===== src/rtl/if_pc_gen_pkg.sv =====
// Shared definitions for the fetch PC generator, also used by the I$ and EX jump logic.
// Holds the word-address width, the FSM encoding and the trace entry layout.
package if_pc_gen_pkg;

  localparam int unsigned ADR_W = 30;

  typedef logic [ADR_W-1:0] word_adr_t;

  typedef enum logic [1:0] {
    IDLE = 2'd0,
    RUN  = 2'd1,
    PEND = 2'd2
  } pc_state_e;

  typedef struct packed {
    word_adr_t src;
    word_adr_t dst;
  } trace_ent_t;

  function automatic bit is_pow2(input int unsigned v);
    return (v >= 2) && ((v & (v - 1)) == 0);
  endfunction

endpackage


===== src/rtl/if_pc_gen_if.sv =====
// Bundle between the CPU status / EX stage and the fetch PC generator.
// slave = PC generator side, master = the environment driving it.
interface if_pc_gen_if;
  import if_pc_gen_pkg::*;

  logic      pc_start;
  word_adr_t start_adr_lat;
  logic      stall;
  logic      ic_stall;
  logic      rst_pipe;
  logic      jmp_condition_ex;
  word_adr_t jmp_adr_ex;

  word_adr_t pc_if;
  logic      pc_valid_if;
  word_adr_t pc_id;
  logic      inst_valid_id;
  logic      flush_id;
  logic      redirect_pend;

  modport slave (
    input  pc_start, start_adr_lat, stall, ic_stall, rst_pipe,
           jmp_condition_ex, jmp_adr_ex,
    output pc_if, pc_valid_if, pc_id, inst_valid_id, flush_id, redirect_pend
  );

  modport master (
    output pc_start, start_adr_lat, stall, ic_stall, rst_pipe,
           jmp_condition_ex, jmp_adr_ex,
    input  pc_if, pc_valid_if, pc_id, inst_valid_id, flush_id, redirect_pend
  );

endinterface


===== src/rtl/if_pc_trace.sv =====
// Circular history of applied redirects {source pc_id, target}; exists only with IF_PC_TRACE_EN.
// trace_sel = 0 reads the newest entry, 1 the one before it, and so on.
`ifdef IF_PC_TRACE_EN
module if_pc_trace
  import if_pc_gen_pkg::*;
#(
  parameter  int unsigned DEPTH = 4,
  localparam int unsigned SEL_W = $clog2(DEPTH)
) (
  input  logic             clk,
  input  logic             rst_n,
  input  logic             rec_en,
  input  word_adr_t        rec_src,
  input  word_adr_t        rec_dst,
  input  logic [SEL_W-1:0] trace_sel,
  output word_adr_t        trace_src,
  output word_adr_t        trace_dst,
  output logic [7:0]       trace_cnt
);

  trace_ent_t       ent_q [DEPTH];
  trace_ent_t       ent_d [DEPTH];
  logic [SEL_W-1:0] wr_ptr_q, wr_ptr_d;
  logic [SEL_W-1:0] rd_idx;
  logic [7:0]       cnt_q, cnt_d;

  always_comb begin
    ent_d    = ent_q;
    wr_ptr_d = wr_ptr_q;
    cnt_d    = cnt_q;
    if (rec_en) begin
      ent_d[wr_ptr_q] = '{src: rec_src, dst: rec_dst};
      wr_ptr_d        = wr_ptr_q + 1'b1;
      if (cnt_q != 8'hFF) cnt_d = cnt_q + 8'd1;
    end
  end

  // NOTE: the history is tiny and must read back as zeros after rst_n, so it is
  // reset like ordinary flops instead of being left as uninitialised RAM.
  always_ff @(posedge clk or negedge rst_n) begin
    if (!rst_n) begin
      for (int i = 0; i < DEPTH; i++) ent_q[i] <= '0;
      wr_ptr_q <= '0;
      cnt_q    <= '0;
    end else begin
      ent_q    <= ent_d;
      wr_ptr_q <= wr_ptr_d;
      cnt_q    <= cnt_d;
    end
  end

  assign rd_idx    = wr_ptr_q - trace_sel - SEL_W'(1);
  assign trace_src = ent_q[rd_idx].src;
  assign trace_dst = ent_q[rd_idx].dst;
  assign trace_cnt = cnt_q;

endmodule
`endif


===== src/rtl/if_pc_gen.sv =====
// Fetch-stage PC generator: start/flush handling, EX redirects (incl. ones caught during a stall).
// Optional redirect history enabled by defining IF_PC_TRACE_EN; default build has no trace ports.
module if_pc_gen
  import if_pc_gen_pkg::*;
#(
  parameter word_adr_t   RESET_PC    = 30'h0000_0000,
  parameter int unsigned TRACE_DEPTH = 4
) (
  input  logic clk,
  input  logic rst_n,
`ifdef IF_PC_TRACE_EN
  input  logic [$clog2(TRACE_DEPTH)-1:0] trace_sel,
  output word_adr_t                      trace_src,
  output word_adr_t                      trace_dst,
  output logic [7:0]                     trace_cnt,
`endif
  if_pc_gen_if.slave bus
);

  if (!is_pow2(TRACE_DEPTH)) begin : g_bad_trace_depth
    $error("if_pc_gen: TRACE_DEPTH must be a power of two >= 2");
  end

  pc_state_e state_q, state_d;
  word_adr_t pc_if_q, pc_if_d;
  word_adr_t pc_id_q, pc_id_d;
  word_adr_t pend_adr_q, pend_adr_d;
  logic      pc_valid_q, pc_valid_d;
  logic      inst_valid_q, inst_valid_d;
  logic      flush_q, flush_d;
  logic      pend_q, pend_d;
  logic      hold;

  assign hold = bus.stall | bus.ic_stall;

  // NOTE: every *_d gets its current value first so no path through the
  // priority chain below can leave one unassigned and infer a latch.
  always_comb begin
    state_d      = state_q;
    pc_if_d      = pc_if_q;
    pc_id_d      = pc_id_q;
    pend_adr_d   = pend_adr_q;
    pc_valid_d   = pc_valid_q;
    inst_valid_d = inst_valid_q;
    flush_d      = 1'b0;
    pend_d       = pend_q;

    // The fetch slot leaving IF dies if EX redirects now or a redirect is waiting.
    if (!hold) begin
      pc_id_d      = pc_if_q;
      inst_valid_d = pc_valid_q & ~bus.jmp_condition_ex & ~pend_q;
    end

    if (bus.rst_pipe) begin
      state_d      = IDLE;
      pc_if_d      = RESET_PC;
      pc_id_d      = RESET_PC;
      pc_valid_d   = 1'b0;
      inst_valid_d = 1'b0;
      pend_d       = 1'b0;
      pend_adr_d   = '0;
    end else if (bus.pc_start) begin
      state_d    = RUN;
      pc_if_d    = bus.start_adr_lat;
      pc_valid_d = 1'b1;
      pend_d     = 1'b0;
      pend_adr_d = '0;
    end else begin
      case (state_q)
        IDLE: pc_valid_d = 1'b0;
        RUN: begin
          if (bus.jmp_condition_ex && !hold) begin
            pc_if_d = bus.jmp_adr_ex;
            flush_d = 1'b1;
          end else if (bus.jmp_condition_ex) begin
            pend_adr_d = bus.jmp_adr_ex;
            pend_d     = 1'b1;
            state_d    = PEND;
          end else if (!hold) begin
            pc_if_d = pc_if_q + 30'd1;
          end
        end
        PEND: begin
          // A redirect arriving in the release cycle is younger than the stored one.
          if (!hold) begin
            pc_if_d = bus.jmp_condition_ex ? bus.jmp_adr_ex : pend_adr_q;
            flush_d = 1'b1;
            pend_d  = 1'b0;
            state_d = RUN;
          end else if (bus.jmp_condition_ex) begin
            pend_adr_d = bus.jmp_adr_ex;
          end
        end
        default: state_d = IDLE;
      endcase
    end
  end

  // NOTE: state is updated with non-blocking assignments only, so every flop
  // samples the values from before this edge regardless of statement order.
  always_ff @(posedge clk or negedge rst_n) begin
    if (!rst_n) begin
      state_q      <= IDLE;
      pc_if_q      <= RESET_PC;
      pc_id_q      <= RESET_PC;
      pend_adr_q   <= '0;
      pc_valid_q   <= 1'b0;
      inst_valid_q <= 1'b0;
      flush_q      <= 1'b0;
      pend_q       <= 1'b0;
    end else begin
      state_q      <= state_d;
      pc_if_q      <= pc_if_d;
      pc_id_q      <= pc_id_d;
      pend_adr_q   <= pend_adr_d;
      pc_valid_q   <= pc_valid_d;
      inst_valid_q <= inst_valid_d;
      flush_q      <= flush_d;
      pend_q       <= pend_d;
    end
  end

  assign bus.pc_if         = pc_if_q;
  assign bus.pc_valid_if   = pc_valid_q;
  assign bus.pc_id         = pc_id_q;
  assign bus.inst_valid_id = inst_valid_q;
  assign bus.flush_id      = flush_q;
  assign bus.redirect_pend = pend_q;

`ifdef IF_PC_TRACE_EN
  // The flush_id cycle is exactly when a redirect has been applied.
  if_pc_trace #(.DEPTH(TRACE_DEPTH)) u_trace (
    .clk       (clk),
    .rst_n     (rst_n),
    .rec_en    (flush_q),
    .rec_src   (pc_id_q),
    .rec_dst   (pc_if_q),
    .trace_sel (trace_sel),
    .trace_src (trace_src),
    .trace_dst (trace_dst),
    .trace_cnt (trace_cnt)
  );
`endif

endmodule


===== src/flat_wrapper.sv =====
// flat-port wrapper written by rule: the top's interface ports become plain ports
module if_pc_gen_flat import if_pc_gen_pkg::*;
#(
  parameter word_adr_t   RESET_PC    = 30'h0000_0000,
  parameter int unsigned TRACE_DEPTH = 4
)
  (clk, rst_n, bus_pc_start, bus_start_adr_lat, bus_stall, bus_ic_stall, bus_rst_pipe, bus_jmp_condition_ex, bus_jmp_adr_ex, bus_pc_if, bus_pc_valid_if, bus_pc_id, bus_inst_valid_id, bus_flush_id, bus_redirect_pend);
  if_pc_gen_if bus_i ();
  input  logic clk;
  input  logic rst_n;
  input wire logic [$bits(bus_i.pc_start)-1:0] bus_pc_start;
  input wire logic [$bits(bus_i.start_adr_lat)-1:0] bus_start_adr_lat;
  input wire logic [$bits(bus_i.stall)-1:0] bus_stall;
  input wire logic [$bits(bus_i.ic_stall)-1:0] bus_ic_stall;
  input wire logic [$bits(bus_i.rst_pipe)-1:0] bus_rst_pipe;
  input wire logic [$bits(bus_i.jmp_condition_ex)-1:0] bus_jmp_condition_ex;
  input wire logic [$bits(bus_i.jmp_adr_ex)-1:0] bus_jmp_adr_ex;
  output wire logic [$bits(bus_i.pc_if)-1:0] bus_pc_if;
  output wire logic [$bits(bus_i.pc_valid_if)-1:0] bus_pc_valid_if;
  output wire logic [$bits(bus_i.pc_id)-1:0] bus_pc_id;
  output wire logic [$bits(bus_i.inst_valid_id)-1:0] bus_inst_valid_id;
  output wire logic [$bits(bus_i.flush_id)-1:0] bus_flush_id;
  output wire logic [$bits(bus_i.redirect_pend)-1:0] bus_redirect_pend;
  assign bus_i.pc_start = bus_pc_start;
  assign bus_i.start_adr_lat = bus_start_adr_lat;
  assign bus_i.stall = bus_stall;
  assign bus_i.ic_stall = bus_ic_stall;
  assign bus_i.rst_pipe = bus_rst_pipe;
  assign bus_i.jmp_condition_ex = bus_jmp_condition_ex;
  assign bus_i.jmp_adr_ex = bus_jmp_adr_ex;
  assign bus_pc_if = bus_i.pc_if;
  assign bus_pc_valid_if = bus_i.pc_valid_if;
  assign bus_pc_id = bus_i.pc_id;
  assign bus_inst_valid_id = bus_i.inst_valid_id;
  assign bus_flush_id = bus_i.flush_id;
  assign bus_redirect_pend = bus_i.redirect_pend;
  if_pc_gen #(.RESET_PC(RESET_PC), .TRACE_DEPTH(TRACE_DEPTH)) u_core (.clk(clk), .rst_n(rst_n), .bus(bus_i));
endmodule

===== config.mk =====
export PLATFORM = sky130hd
export DESIGN_NAME = if_pc_gen_flat
export DESIGN_NICKNAME = d
export VERILOG_FILES = /design/src/rtl/if_pc_gen_pkg.sv /design/src/rtl/if_pc_gen_if.sv /design/src/rtl/if_pc_trace.sv /design/src/rtl/if_pc_gen.sv /design/src/flat_wrapper.sv
export SDC_FILE = /design/constraint.sdc
export NUM_CORES = 1
export LEC_CHECK = 0
export ABC_AREA = 1
export CAP_MARGIN = 20
export CORE_ASPECT_RATIO = 2
export CORE_MARGIN = 2
export CORE_UTILIZATION = 40
export DETAILED_ROUTE_END_ITERATION = 16
export HOLD_SLACK_MARGIN = 0.08
export MAX_ROUTING_LAYER = met4
export PLACE_DENSITY_LB_ADDON = 0.3
export REMOVE_ABC_BUFFERS = 1
export SLEW_MARGIN = 25
export SYNTH_ARGS = -nofsm -noshare
export SYNTH_HDL_FRONTEND = slang
export SYNTH_HIERARCHICAL = 1
export SYNTH_SLANG_ARGS = --single-unit

===== constraint.sdc =====
create_clock -name clk -period 2.3 [get_ports clk]
set_input_delay 0.345 -clock clk [delete_from_list [all_inputs] [get_ports clk]]
set_output_delay 0.345 -clock clk [all_outputs]
set_load 0.005 [all_outputs]

# After elaboration in Yosys (flattened, before gate mapping)

Cells that the tools add are included.

Add/sub/neg operators: 1
$mul: 0
Div/mod/pow operators: 0
$lt $le $gt $ge: 0
Eq/ne operators: 10
Shift-type cells: 0
Multiplexer cells: 37
Bitwise gates (word level): 5
Reduce and logical (&&, ||, !) cells: 9

Operators with widths:

| cell                                                                    | count |
|---|---|
| 30-bit two-way mux                                                      | 13 |
| 30-bit case mux with 2 select lines                                     | 2 |
| 30-bit by 1-bit adder with 30-bit output, second input constant         | 1 |
| 1-bit two-way mux                                                       | 14 |
| 4-bit inequality test, second input constant                            | 3 |
| 4-bit AND reduction                                                     | 3 |
| 2-bit two-way mux                                                       | 5 |
| 2-bit case mux with 3 select lines                                      | 1 |
| 5-bit by 4-bit inequality test with 1-bit output, second input constant | 1 |
| 5-bit inequality test, second input constant                            | 1 |
| 4-bit by 3-bit inequality test with 1-bit output, second input constant | 1 |
| 1-bit case mux with 2 select lines                                      | 2 |
| 4-bit nonzero test                                                      | 1 |
| 3-bit inequality test, second input constant                            | 1 |
| 3-bit AND reduction                                                     | 1 |
| 3-bit nonzero test                                                      | 1 |
| 1-bit bitwise AND                                                       | 2 |
| 2-bit by 1-bit == test with 1-bit output, second input constant         | 1 |
| 2-bit == test, second input constant                                    | 1 |
| 2-bit zero test                                                         | 1 |
| 2-bit inequality test, second input constant                            | 1 |
| 1-bit NOT                                                               | 2 |
| 1-bit logical AND                                                       | 1 |
| 1-bit zero test                                                         | 1 |
| 1-bit OR                                                                | 1 |

Register bits after elaboration: 96
Bits in latches: 0
RAM bits: 0
Bits in read-only memories: 0
Bits of input ports: 67
Memories kept: 0

# Depth between registers and ports, before layout

Gate-level depths: netlist (run 1).

Depth in word-level cells: 7
Gate-level depth with buffers: 11
Depth with buffers taken out: 11

# Worst setup path after synthesis (run 1)

No wires, ideal clock.

Path kind: register to register
Start point: reg u_core.state_q[0]
End point: reg u_core.pend_adr_q[3]
Data arrival time: 1.432 ns
Required time: 2.173 ns
Path slack: 0.740 ns
Stages on the path, launching flop included: 9
Buffers on the path: 1
Cell sequence: dfrtp_1 > inv_1 > ha_1 > nor2_2 > inv_2 > nand2_2 > nor2_4 > buf_6 > mux2_1

Word-level cells in the longest chain between the ends: 4
Elaborated cells on any way between the ends: 9

RTL lines:

| item                                                                             | line             | text |
|---|---|---|
| start: declaration                                                               | if_pc_gen.sv:24  | `pc_state_e state_q, state_d;` |
| start signal: assignment                                                         | if_pc_gen.sv:112 | `state_q <= state_d;` |
| 2-bit == test / 2-bit by 1-bit == test with 1-bit output (equally long branches) | if_pc_gen.sv:69  | `case (state_q)` |
| 30-bit case mux with 2 select lines                                              | if_pc_gen.sv:69  |  |
| 30-bit two-way mux                                                               | if_pc_gen.sv:62  | `end else if (bus.pc_start) begin` |
| 30-bit two-way mux                                                               | if_pc_gen.sv:54  | `if (bus.rst_pipe) begin` |
| end signal: assignment                                                           | if_pc_gen.sv:115 | `pend_adr_q <= pend_adr_d;` |
| end: declaration                                                                 | if_pc_gen.sv:27  | `word_adr_t pend_adr_q, pend_adr_d;` |

Parallel ways exist; a longest one is shown, timed or not.
A chain may end at the register's enable or synchronous reset.

# Worst setup path in the final report (run 1)

Start point: in bus_ic_stall
End point: reg u_core.pc_if_q[16], in the netlist u_core/bus.pc_if[16]

Word-level cells in the longest chain between the ends: 7
Elaborated cells on any way between the ends: 11

RTL lines:

| item                                | line               | text |
|---|---|---|
| start: declaration                  | flat_wrapper.sv:14 | `input wire logic [$bits(bus_i.ic_stall)-1:0] bus_ic_stall;` |
| 1-bit OR (*)                        | if_pc_gen.sv:34    | `assign hold = bus.stall \| bus.ic_stall;` |
| 1-bit zero test                     | -                  |  |
| 1-bit logical AND                   | if_pc_gen.sv:72    | `if (bus.jmp_condition_ex && !hold) begin` |
| 30-bit two-way mux                  | if_pc_gen.sv:72    |  |
| 30-bit case mux with 2 select lines | if_pc_gen.sv:69    |  |
| 30-bit two-way mux                  | if_pc_gen.sv:62    |  |
| 30-bit two-way mux                  | if_pc_gen.sv:54    |  |
| end signal: assignment              | if_pc_gen.sv:113   | `pc_if_q <= pc_if_d;` |
| end: declaration                    | if_pc_gen.sv:25    | `word_adr_t pc_if_q, pc_if_d;` |

Every way passes the cells marked *; elsewhere a longest branch is shown, timed or not.

==> results of run 1 <==
## metal layers
layer / part of all wire (%) / vias up
li1: - / 3028
met1: 44 / 2840
met2: 49 / 195
met3: 4.7 / 27
met4: 2.3 / 0
met5: 0 / -
## power groups by stage
| stage | sequential (mW) | combinational, mW | clock (mW) |
|---|---|---|---|
| finish | 2.11 | 1.42 | 1.58 |
| global route | 2.14 | 1.57 | 1.67 |
| CTS | 2.11 | 1.42 | 1.59 |
| detailed placement | 2.14 | 1.41 | 0 |
| global placement | 2.13 | 1.38 | 0 |
| floorplan | 2.08 | 0.665 | 0 |
## registers in the layout, summed over array words and instances (netlist names)
register / count
u_core/bus.flush_id: 1
u_core/bus.inst_valid_id: 1
u_core/bus.pc_id: 30
u_core/bus.pc_if: 30
u_core/bus.pc_valid_if: 1
u_core/bus.redirect_pend: 1
u_core/pend_adr_q: 30
u_core/state_q: 2
## worst reg2reg max path, cell delays in order (launching register included)
cell and delay [ns]:
sky130_fd_sc_hd__dfrtp_1 0.44, sky130_fd_sc_hd__ha_1 0.25, sky130_fd_sc_hd__nand2_1 0.10, sky130_fd_sc_hd__nor2_2 0.19
sky130_fd_sc_hd__nand2_1 0.19, sky130_fd_sc_hd__nor2_4 0.21, sky130_fd_sc_hd__nand3_1 0.10, sky130_fd_sc_hd__nand3_1 0.11
sky130_fd_sc_hd__nand2_1 0.05, sky130_fd_sc_hd__o21ai_0 0.07, sky130_fd_sc_hd__a21oi_1 0.08
## final cells by class
type / instances / area, sq um / share of cell area (%)
sequential: 96 / 2402 / 30.52
tap: 195 / 244.0 / 3.100
timing repair buffer: 157 / 1587 / 20.16
inverter: 120 / 450.4 / 5.722
clock inverter: 5 / 62.56 / 0.7948
multi-input combinational: 603 / 2883 / 36.62
clock buffer: 11 / 242.7 / 3.084
## cells by family after synthesis
logic type               Yosys count  synth area share [%]
XOR/XNOR                           1                0.1476
multiplexers                       9                 1.707
flip-flops                        96                 40.46
buffers and inverters            163                 11.17
adder cells (fa/ha/maj)            4                0.8430
AND/OR/NAND/NOR                  375                 26.43
AO/OA/AOI/OAI                    214                 19.24
## what timing repair did
| action | in CTS | in global routing |
|---|---|---|
| hold endpoints to repair | 30 | 0 |
| buffers inserted | 0 | 0 |
| hold buffers | 1 | 0 |
## through the flow
step / setup TNS (ns) / worst slack, ns / utilization, % / std cells
2_1_floorplan: -0.07973 / -0.01139 / - / 819
3_3_place_gp: -3.892 / -0.2976 / 51.21 / 1168
3_5_place_dp: 0 / 0.05465 / 51.54 / 1170
4_1_cts: 0 / 0.4094 / 53.69 / 1187
5_1_grt: 0 / 0.2292 / 53.69 / 1187
6_report: 0 / 0.3817 / 53.69 / 1187
## how the worst max path moves through the flow
stage                                    start                          endpoint  slack (ns)  cells past startpoint
2_1_floorplan    u_core/state_q[1]$_DFFE_PN0P_   u_core/bus.pc_if[0]$_DFFE_PN0P_       -0.01                      5
3_3_place_gp                      bus_pc_start  u_core/pend_adr_q[6]$_DFFE_PN0P_       -0.30                      8
3_5_place_dp                      bus_ic_stall  u_core/bus.pc_if[16]$_DFFE_PN0P_        0.05                     12
4_1_cts                           bus_ic_stall  u_core/bus.pc_if[16]$_DFFE_PN0P_        0.41                     12
5_1_grt        u_core/bus.pc_if[1]$_DFFE_PN0P_  u_core/bus.pc_if[14]$_DFFE_PN0P_        0.23                     10
6_report                          bus_ic_stall  u_core/bus.pc_if[16]$_DFFE_PN0P_        0.38                     12
## placed cells by master (no fill, tap or decap), drive strengths merged
| master | count |
|---|---|
| a211oi | 2 |
| a21boi | 11 |
| a21oi | 88 |
| a22oi | 7 |
| a31oi | 1 |
| buf | 27 |
| bufinv | 1 |
| clkbuf | 11 |
| clkdlybuf4s50 | 129 |
| clkinv | 1 |
| clkinvlp | 2 |
| dfrtp | 96 |
| dlygate4sd3 | 1 |
| ha | 4 |
| inv | 121 |
| mux2 | 9 |
| nand2 | 219 |
| nand3 | 77 |
| nor2 | 79 |
| o211ai | 2 |
| o21ai | 97 |
| o22ai | 5 |
| o41ai | 1 |
| xor2 | 1 |
==> results.md, run 1 <==
- The global routing met3 resource utilization is 3.030%.
- By count the netlist is led by sky130_fd_sc_hd__nand2_1 (214), sky130_fd_sc_hd__inv_1 (114), sky130_fd_sc_hd__dfrtp_1 (96).
- The number of buffer cells added on primary ports is 130.
- The cell count after synthesis came out at ~860.
- By area the synthesized netlist is led by sky130_fd_sc_hd__dfrtp_1 (40%), sky130_fd_sc_hd__nand2_1 (14%), sky130_fd_sc_hd__o21ai_0 (8.0%), sky130_fd_sc_hd__a21oi_1 (7.4%), sky130_fd_sc_hd__inv_1 (7.2%).
- In this run the mean area of a mapped cell was between 6 and 7 sq um.
- The worst hold margin is slightly below 0.5 ns.
- The initial standard-cell utilization of the core is between 40 and 50%.
- For this block, the via count after detailed routing is 6090.
- The cell with the largest stage delay on the worst path is sky130_fd_sc_hd__clkdlybuf4s50_1.
- The area enclosed by the die boundary is 0.01589 sq mm.
- From left edge to right edge, the die measures ~90 microns.
- No sink is reached through more buffers than the 2 on the longest clock path.
- The clock network is responsible for between 30% and 40% of the overall power.
- The area share of the largest cell type after synthesis is just over 40%.
- The flip-flop and latch count after synthesis is 96.
- After detailed routing, the average wire length per cell comes to 16.03 microns.
- From bottom edge to top edge, the die measures around 180 microns.
- The H-tree depth reported by CTS is 3.
- Summed over all layers, the routed wires come to 19020 microns.
- By instance count, the cell type seen most on the critical path is sky130_fd_sc_hd__nand2_1.
- After layout, the worst path uses a little over four fifths of the clock period.
- Combinational logic is responsible for ~28% of the overall power.
- The CTS tree is built.
- Post-CTS repair changed the size of 0 cells.
- The placeable core region is about 0.015 sq mm.
- Net switching is 32.58% of the power.
- The initialized floorplan defines 63 standard-cell rows.
- Together, buffers and inverters on the worst path number 5.
- At the worst endpoint, the required time is around 2.5 ns.
- In the global route stage, met1 resource usage came out at a little under a third.
- The root buffer cell chosen for the clock tree is sky130_fd_sc_hd__clkbuf_16.
- The internal cell power is around 3.4 mW.
- Synthesis instantiated 30 different standard cells from the library.
- The CTS buffer count is 9.
- The first global-routing pass estimated 29930 microns of wire.
- The type of the worst min-delay path is in -> async.
- Traced cell by cell, the critical path runs through clkdlybuf4s50_1 -> nor2_4 -> nand2_2 -> buf_4 -> inv_1 -> buf_12 -> nand2_1 -> nand2_1 -> inv_1 -> nand2_1 -> o21ai_0 -> a21oi_1.
- The final global-route overflow total is 0.
- The number of failing setup endpoints in the final timing report is 0.
- The switching power summed over all nets is 1.663 mW.
- The cell family contributing the most delay on the critical path is buffers and inverters.
- The startpoint type of the worst setup path is an input pin.
- For this run, the register share of the synthesized area comes to 40.46%.
- The count of fill cells added during filler insertion is around 1500.
- Counting cells, the worst reg-to-reg path comes to 10.
- The final HPWL from detailed placement is about 14000 microns.
- The worst setup slack for register-to-register paths is ~0.4 ns.
- Per report_power, the sequential group accounts for 41.3% of the total.
- The most common flop cell mapped by yosys is sky130_fd_sc_hd__dfrtp_1.
- The worst max-slew margin expressed relative to the limit is 68.26%.
- The routed design could run at a clock period as short as between 1.5 and 2 ns.
- The startpoint identified for the worst register-to-register timing path is u_core/bus.pc_if[0]$_DFFE_PN0P_.
- In this run, the number of DRC markers left after iteration 0 of detailed routing was approximately 370.
- The max-slew violation count was 0.
- The post-route netlist has roughly 6.8% of its cells at a drive strength greater than 1.
- The CTS clock-pin slew for the worst setup and hold paths is approximately 0.080 ns.
- The count of nets left with antenna violations once routing finished came out at 0.
- The most common cell in the synthesized netlist is sky130_fd_sc_hd__nand2_1.
- The via count of the first global-routing pass is between 5000 and 6000.
- The run finished with clean final reports.
- For this run, global-route usage on met2 was measured as 40.91%.
- The actual transition at the worst max-transition pin is between 0.4 and 0.5 ns.
- 0 antenna diodes ended up in the layout.
- The number of antenna violations at the first check in global routing is 0.
- Setup repair after global routing left no endpoint under its margin.
- The data arrival at the endpoint of the critical path is 2.14 ns.
- The number of nets at the end of the flow is between 1000 and 1500.
- The area growth from synthesis to layout is 32.58%.
- The most crowded layer after global routing is met2.
- The largest single stage delay on the critical path is 0.50 ns.
- The count of unresolved DRC violations after routing is 0.
- The endpoint of the worst-slack reg-to-reg timing path is u_core/bus.pc_if[14]$_DFFE_PN0P_.
- The final hold violation count came to 0.
- Entering global routing, the biggest net connects approximately 60 pins.
- Timing would allow up to 0.5213 GHz.
- The fraction of registers with async set/reset is 100.0%.
- The first detailed-routing pass ran for 5 iterations.
- Across the run, the number of max-cap violations was 0.
- CTS saw between 90 and 100 sinks.
- The placed instance area is ~0.0076 sq mm.
- Routability-driven placement finished with a final weighted congestion of about 0.92.
- The largest area contributor in the netlist is sky130_fd_sc_hd__dfrtp_1.
- The sort of element at the end of the critical path is a flip-flop.
- The standby leakage power is roughly 3.7 nW.
- Using the TritonRoute via totals, the vias-per-cell ratio works out to slightly above 5.
- Clock skew on the completed layout was measured at slightly above 0.01 ns.
- The cell area that synthesis handed to floorplanning was between 0.005 and 0.006 sq mm.
- The cell area after layout is 0.007871 sq mm.
- Counting flops with a built-in enable in the synthesized netlist gives 0.
- The insertion delay to the later sink of the worst-skew pair is between 0.3 and 0.4 ns.
- For this run, the number of Yosys warnings is 6.
- The maximum fanout along the worst path is 39.
- In this run the power density over the cells is approximately 650 mW/mm^2.
- The classification of the worst setup path is in -> reg.
- Across every metal layer, demand over resource in global routing totals between 20% and 30%.
- The overall power after layout is 5.103 mW.
- The peak ir drop on the vdd network is 0.3654 mV.
- Pin placement for this block handled around 130 I/O pins.
Power figures use the tool's default switching activity.
==> inputs of run 2 (changes only) <==
Clock period 2.3 ns to 1.7 ns, I/O delays scaled along.
==> run 2 against run 1 <==
The run now ends with negative setup slack left. Hold slack hardly changed. Combinational power is 80% higher. Largest cell class unchanged. Wire length rose by 16%. Clock skew down 0.0013 ns. Clock-buffer cell count fell by 2. Critical path depth is 3 lower. Die area did not move. Critical endpoint is now u_core/bus.pc_if[12]$_DFFE_PN0P_. Cell count is 5.2% higher. Clock power rose by 34%.
==> results.md, run 2 (same netlist as run 1, synthesis figures left out) <==
- CTS placed an instance of sky130_fd_sc_hd__clkbuf_16 at the clock tree root.
- The remaining antenna violation count after routing is 0 (unchanged).
- The worst hold margin came to 0.4856 ns (+0.0002100 ns).
- The cell with the largest stage delay on the worst path is sky130_fd_sc_hd__dfrtp_1.
- The total number of vias is 6673 (+9.6%).
- The CTS buffer count is 9 (unchanged).
- The final HPWL from detailed placement was 14880 microns (+6.0%).
- The average detailed-routed wire length per instance is 17.71 microns (+11%).
- The core occupancy in the finished layout is 61.38% (+7.7 points).
- TritonCTS built the clock tree.
- The sink count of the clock tree is 96 (unchanged).
- The CTS clock-pin slew for the worst setup and hold paths is 0.07 ns (about the same).
- The maximum buffer depth of the clock tree is 2 (unchanged).
- The global placer's final weighted congestion was 0.9244 (+0.62%).
- The via count of the first global-routing pass is 6035 (+5.3%).
- The total number of placement rows is 63 (unchanged).
- The number of detailed-route iterations in the first pass is 8 (+3).
- The cell area after layout was 0.009000 sq mm (+14%).
- The data arrival at the endpoint of the critical path is 2.00 ns (-0.14 ns).
- Leaving out fill and tap cells, the most frequent cell in the layout is sky130_fd_sc_hd__nand2_1.
- The startpoint identified for the worst register-to-register timing path is u_core/state_q[1]$_DFFE_PN0P_.
- In the layout the commonest cells are sky130_fd_sc_hd__nand2_1 (211), sky130_fd_sc_hd__clkdlybuf4s50_1 (129), sky130_fd_sc_hd__inv_1 (111).
- The final global-route overflow total is 0 (unchanged).
- The number of failing setup endpoints in the final timing report is 47 (+47).
- The maximum fanout along the worst path is 9 (-77%).
- The number of I/O pins is 131 (unchanged).
- The overall power after layout is 7.511 mW (+47%).
- Setup repair after global routing could not meet its margin everywhere.
- The actual transition at the worst max-transition pin is 0.5372 ns (+0.06118 ns).
- The post-detailed-route via-to-cell ratio is 5.343 (+4.1%).
- The wire length of the first global-routing pass is 31060 microns (+3.8%).
- The floorplan die height is 176.3 microns (unchanged).
- The highest cell delay on the worst timing path is 0.41 ns (-0.09 ns).
- The power per cell area is 834.5 mW/mm^2 (+29%).
- The number of buffer cells added on primary ports came to 130 (unchanged).
- The run finished, with violations left.
- The number of nets at the end of the flow is 1120 (+5.9%).
- The H-tree depth reported by CTS is 3 (unchanged).
- The pre-CTS setup slack was -0.3890 ns (-0.4436 ns).
- The final period demand of the worst path is between 1.5 and 2 ns.
- The worst clock skew is 0.008863 ns (-0.001328 ns).
- The count of unresolved DRC violations after routing is 0 (unchanged).
- The final hold violation count is 0 (unchanged).
- The setup TNS came to -1.064 ns (-1.064 ns).
- The worst max-slew margin expressed relative to the limit is 64.19% (-4.1 points).
- In this run the critical register-to-register path is captured at u_core/bus.pc_if[12]$_DFFE_PN0P_.
- The area growth from synthesis to layout is 51.59%.
- The final reports fail on negative setup slack.
- The placed instance area is 0.007956 sq mm (+5.3%).
- For this run, the top clock speed supported by timing is ~0.57 GHz.
- The cell count after placement is 1211 (+3.5%).
- The share of cells above drive strength 1 is 19.26% (+13 points).
- The max-slew violation count is 0 (unchanged).
- The peak ir drop on the vdd network was 0.5867 mV (+61%).
- The startpoint type of the worst setup path is a flip-flop.
- The classification of the worst setup path is reg -> reg.
- The cell count of the worst reg-to-reg path is 9 (-1).
- The area enclosed by the die boundary is 0.01589 sq mm (unchanged).
- The final antenna diode count is 0 (unchanged).
- The final worst-path cycle share is 103.8%.
- The global router's overall resource usage is 25.22% (+0.60 points).
- The worst setup slack for register-to-register paths is -0.06 ns (-0.45 ns).
- The DRC violation total after the first TritonRoute iteration came to 443 (+21%).
- The insertion delay to the later sink of the worst-skew pair is 0.35 ns (about the same).
- The standby leakage power is 4.211 nW (+13%).
- The placeable core region was 0.01466 sq mm (unchanged).
- The max-cap check violation count is 0 (unchanged).
- The sort of element at the end of the critical path is a flip-flop.
- The die outline width is 90.15 microns (unchanged).
- Traced cell by cell, the critical path runs through inv_2 -> ha_4 -> nand2_2 -> buf_6 -> o211ai_4 -> buf_12 -> clkbuf_16 -> nand2_1 -> a21boi_1.
- The initial standard-cell utilization of the core is 40.49% (unchanged).
- The required time at the endpoint of the critical path is 1.94 ns (-0.58 ns).
- The type of the worst min-delay path is in -> async.
- The number of antenna violations at the first check in global routing came to 0 (unchanged).
- The slack of the critical path was -0.06386 ns (-0.4455 ns).
- The count of placed standard cells in the final layout, fillers left out is 1249 (+5.2%).
- The total wirelength of the detailed-routed design is 22120 microns (+16%).
- The largest net degree at the start of global routing is 97 (+59%).
[run 2: cell count changes in the layout (fill, tap and decap cells not counted), moves of 10 or more]
cell,delta
sky130_fd_sc_hd__nor2_4,+15
sky130_fd_sc_hd__buf_12,+10
sky130_fd_sc_hd__nor2_1,-23
sky130_fd_sc_hd__a21oi_1,-26
sky130_fd_sc_hd__buf_4,+35
sky130_fd_sc_hd__a21oi_2,+26
[run 2: per-layer routing]
layer  vias up  part of all wire [%]  global-route usage, %
met5         -                     0                      -
met4         0                   3.5                  7.244
met3        51                   6.0                  4.097
met2       305                    51                  43.05
met1      3167                    40                  30.91
li1       3150                     -                      -
[run 2: final cells by class]
cell class                 instances  area [sq um]
clock buffer                       9         225.2
clock inverter                     7         78.83
multi-input combinational        603          3227
fill                            1314          5662
sequential                        96          2405
timing repair buffer             219          2365
tap                              195         244.0
inverter                         120         455.4
[run 2: worst max-delay path by stage]
stage                             startpoint                               end  slack (ns)  cells past startpoint
2_1_floorplan  u_core/state_q[1]$_DFFE_PN0P_   u_core/bus.pc_if[0]$_DFFE_PN0P_       -0.61                      5
3_3_place_gp                    bus_pc_start  u_core/pend_adr_q[6]$_DFFE_PN0P_       -0.32                      8
3_5_place_dp                    bus_pc_start  u_core/pend_adr_q[6]$_DFFE_PN0P_       -0.39                      8
4_1_cts        u_core/state_q[0]$_DFFE_PN0P_  u_core/pend_adr_q[4]$_DFFE_PN0P_      -0.008                      8
5_1_grt        u_core/state_q[1]$_DFFE_PN0P_  u_core/bus.pc_if[17]$_DFFE_PN0P_       -0.12                      9
6_report       u_core/state_q[1]$_DFFE_PN0P_  u_core/bus.pc_if[12]$_DFFE_PN0P_       -0.06                      9
[run 2: worst max-delay path: cells and delay by family (launching register included)]
family / cells / cell delay [ns]
and+or+nand+nor: 2 / 0.15
DFF: 1 / 0.41
adders and majority gates: 1 / 0.14
buffers and inverters: 4 / 0.64
AOI/OAI and AO/OA: 2 / 0.31
[run 2: what timing repair did]
action,4_1_cts,5_1_grt
gates cloned,0,12
hold buffers,1,0
setup endpoints to repair,43,62
pin swaps,2,9
endpoints found under the hold margin,96,0
resized for setup,3,105
buffers inserted,5,4
[run 2: where the power goes]
part	internal (mW)	switching, mW
clock network	1.16	0.960
logic	1.27	1.29
registers	2.55	0.280
==> inputs of run 3 (changes only) <==
Settings changed: PLACE_DENSITY set to 0.68, PLACE_DENSITY_LB_ADDON 0.3 to unset, SKIP_CTS_REPAIR_TIMING set to 1.
==> run 3 against run 2 <==
The flow still finishes with violations (negative setup slack). Clock power decreased by 7%. Combinational power decreased by 4%. Non-clock buffer count rose by 5. Fmax is 3.1% higher. Global-route usage grew 0.35 points. Wire length fell by 3.4%. Total power decreased by 3.4%. Sequential power is essentially flat.
==> results.md, run 3 (same netlist as run 1, synthesis figures left out) <==
- The count of placed standard cells in the final layout, fillers left out came to 1254 (+0.40%).
- The sink count of the clock tree is 96 (unchanged).
- The max-slew violation count is 0 (unchanged).
- The met1 usage in global routing is 31.82% (+0.92 points).
- The via count of the first global-routing pass is 6254 (+3.6%).
- Setup repair after global routing could not meet its margin everywhere.
- The count of fill cells added during filler insertion was 1361 (+3.6%).
- The number of I/O pins was 131 (unchanged).
- In the layout the commonest cells are sky130_fd_sc_hd__nand2_1 (209), sky130_fd_sc_hd__clkdlybuf4s50_1 (129), sky130_fd_sc_hd__inv_1 (112).
- The overall power after layout is 7.257 mW (-3.4%).
- The most crowded layer after global routing is met2.
- The clock root buffer master is sky130_fd_sc_hd__clkbuf_16.
- The global routing met3 resource utilization came to 3.500% (-0.60 points).
- The core occupancy in the finished layout is 60.34% (-1.0 points).
- The maximum buffer depth of the clock tree was 2 (unchanged).
- The final period demand of the worst path was 1.710 ns (-0.05385 ns).
- The total wirelength of the detailed-routed design is 21370 microns (-3.4%).
- The standby leakage power is 4.207 nW (about the same).
- The worst setup slack for register-to-register paths is -0.01 ns (+0.05 ns).
- The remaining antenna violation count after routing is 0 (unchanged).
- The classification of the worst setup path is reg -> reg.
- The actual transition at the worst max-transition pin is 0.3581 ns (-0.1792 ns).
- The CTS buffer count is 9 (unchanged).
- The run finished, with violations left.
- STA classifies the critical path endpoint as a flip-flop.
- The CTS tree is built.
- The final global-route overflow total is 0 (unchanged).
- The met2 global-route usage is 42.42% (-0.63 points).
- The maximum fanout along the worst path came to 6 (-3).
- The signed area change from the synthesized netlist to the final layout is 49.02%.
- The max-cap check violation count is 0 (unchanged).
- The area enclosed by the die boundary was 0.01589 sq mm (unchanged).
- The number of antenna violations at the first check in global routing is 0 (unchanged).
- The peak ir drop on the vdd network is 0.5406 mV (-7.9%).
- The DRC violation total after the first TritonRoute iteration is 455 (+2.7%).
- In this run the critical register-to-register path is launched from u_core/state_q[1]$_DFFE_PN0P_.
- The number of nets at the end of the flow is 1125 (+0.45%).
- The placeable core region was 0.01466 sq mm (unchanged).
- The post-detailed-route via-to-cell ratio came to 5.291 (-0.97%).
- The required time at the endpoint of the critical path is 1.93 ns (about the same).
- The die outline width is 90.15 microns (unchanged).
- The insertion delay to the later sink of the worst-skew pair is 0.35 ns (about the same).
- The setup TNS is -0.01944 ns (+1.045 ns).
- The total number of vias is 6635 (-0.57%).
- The total number of placement rows is 63 (unchanged).
- The worst max-slew margin expressed relative to the limit is 76.13% (+12 points).
- The pre-CTS setup slack is -0.2196 ns (+0.1694 ns).
- The endpoint of the worst-slack reg-to-reg timing path is u_core/pend_adr_q[8]$_DFFE_PN0P_.
- The wire length of the first global-routing pass is 31400 microns (+1.1%).
- The share of cells above drive strength 1 was 16.90% (-2.4 points).
- The startpoint type of the worst setup path is a flip-flop.
- The global placer's final weighted congestion came to 0.9718 (+5.1%).
- The highest clock frequency the design can meet is 0.5848 GHz (+3.1%).
- The worst clock skew is 0.008176 ns (-0.0006868 ns).
- The count of unresolved DRC violations after routing is 0 (unchanged).
- The power per cell area came to 820.3 mW/mm^2 (-1.7%).
- The final hold violation count is 0 (unchanged).
- The type of the worst min-delay path is in -> async.
- The CTS clock-pin slew for the worst setup and hold paths was 0.07 ns (about the same).
- The final worst-path cycle share is 100.6% (-3.2 points).
- The final antenna diode count is 0 (unchanged).
- The number of detailed-route iterations in the first pass is 5 (-3).
- The data arrival at the endpoint of the critical path came to 1.94 ns (-0.06 ns).
- The H-tree depth reported by CTS is 3 (unchanged).
- The average detailed-routed wire length per instance came to 17.04 microns (-3.8%).
- The global router's overall resource usage came to 25.57% (+0.35 points).
- The number of buffer cells added on primary ports is 130 (unchanged).
- The slack of the critical path came to -0.01001 ns (+0.05385 ns).
- The floorplan die height is 176.3 microns (unchanged).
- The initial standard-cell utilization of the core came to 40.49% (unchanged).
- The cell count of the worst reg-to-reg path was 7 (-2).
- The largest net degree at the start of global routing is 46 (-53%).
- The final reports fail on negative setup slack.
- The most common cell after layout, fill and taps aside is sky130_fd_sc_hd__nand2_1.
- The cell count after placement is 1222 (+0.91%).
- The number of failing setup endpoints in the final timing report is 3 (-94%).
- The final HPWL from detailed placement was 15300 microns (+2.8%).
## run 3: how the worst max path moves through the flow
stage                                   endpoint  cells past startpoint  slack, ns                            start
2_1_floorplan    u_core/bus.pc_if[0]$_DFFE_PN0P_                      5      -0.61    u_core/state_q[1]$_DFFE_PN0P_
3_3_place_gp   u_core/pend_adr_q[11]$_DFFE_PN0P_                      9      -0.17                     bus_pc_start
3_5_place_dp     u_core/bus.pc_if[9]$_DFFE_PN0P_                      7      -0.22                     bus_pc_start
4_1_cts         u_core/bus.pc_if[14]$_DFFE_PN0P_                     10      -0.07  u_core/bus.pc_if[0]$_DFFE_PN0P_
5_1_grt         u_core/bus.pc_if[14]$_DFFE_PN0P_                     10      -0.10  u_core/bus.pc_if[0]$_DFFE_PN0P_
6_report        u_core/pend_adr_q[8]$_DFFE_PN0P_                      7      -0.01    u_core/state_q[1]$_DFFE_PN0P_
## run 3: through the flow
step	area, sq um	hold slack (ns)
after global routing	8847	0.4087
after detailed placement	8064	0.1942
after global placement	8064	0.1869
after floorplan	5724	-0.04059
final	8847	0.3635
after CTS	8348	-0.1748
## run 3: area by class of cell
type                       count  area (sq um)  share of cell area [%]
multi-input combinational    603          3068                   34.68
timing repair buffer         224          2392                   27.04
tap                          195         244.0                   2.758
sequential                    96          2409                   27.22
clock inverter                 4         27.53                  0.3111
inverter                     120         450.4                   5.091
clock buffer                  12         256.5                   2.899
## run 3: critical path, stage by stage, from the launching register on
cell and delay (ns):
sky130_fd_sc_hd__dfrtp_1 0.40, sky130_fd_sc_hd__buf_4 0.15, sky130_fd_sc_hd__ha_4 0.17, sky130_fd_sc_hd__nand3_1 0.12, sky130_fd_sc_hd__nand2_2 0.08, sky130_fd_sc_hd__nor2_4 0.16
sky130_fd_sc_hd__clkbuf_16 0.21, sky130_fd_sc_hd__mux2_4 0.30
## run 3: layer usage
metal | part of all wire, % | routed length, microns | vias to the layer above
li1 | - | - | 3173
met5 | 0 | 0 | -
met2 | 49 | 10440 | 320
met3 | 5.9 | 1252 | 59
met1 | 41 | 8805 | 3083
met4 | 4.1 | 873 | 0
## run 3: report_power, final
group	total, mW	leakage, nW	internal (mW)	switching [mW]
combinational	2.46	2.81	1.24	1.22
clock	1.97	0.143	1.08	0.894
sequential	2.83	1.25	2.56	0.271
total	7.26	4.21	4.87	2.39
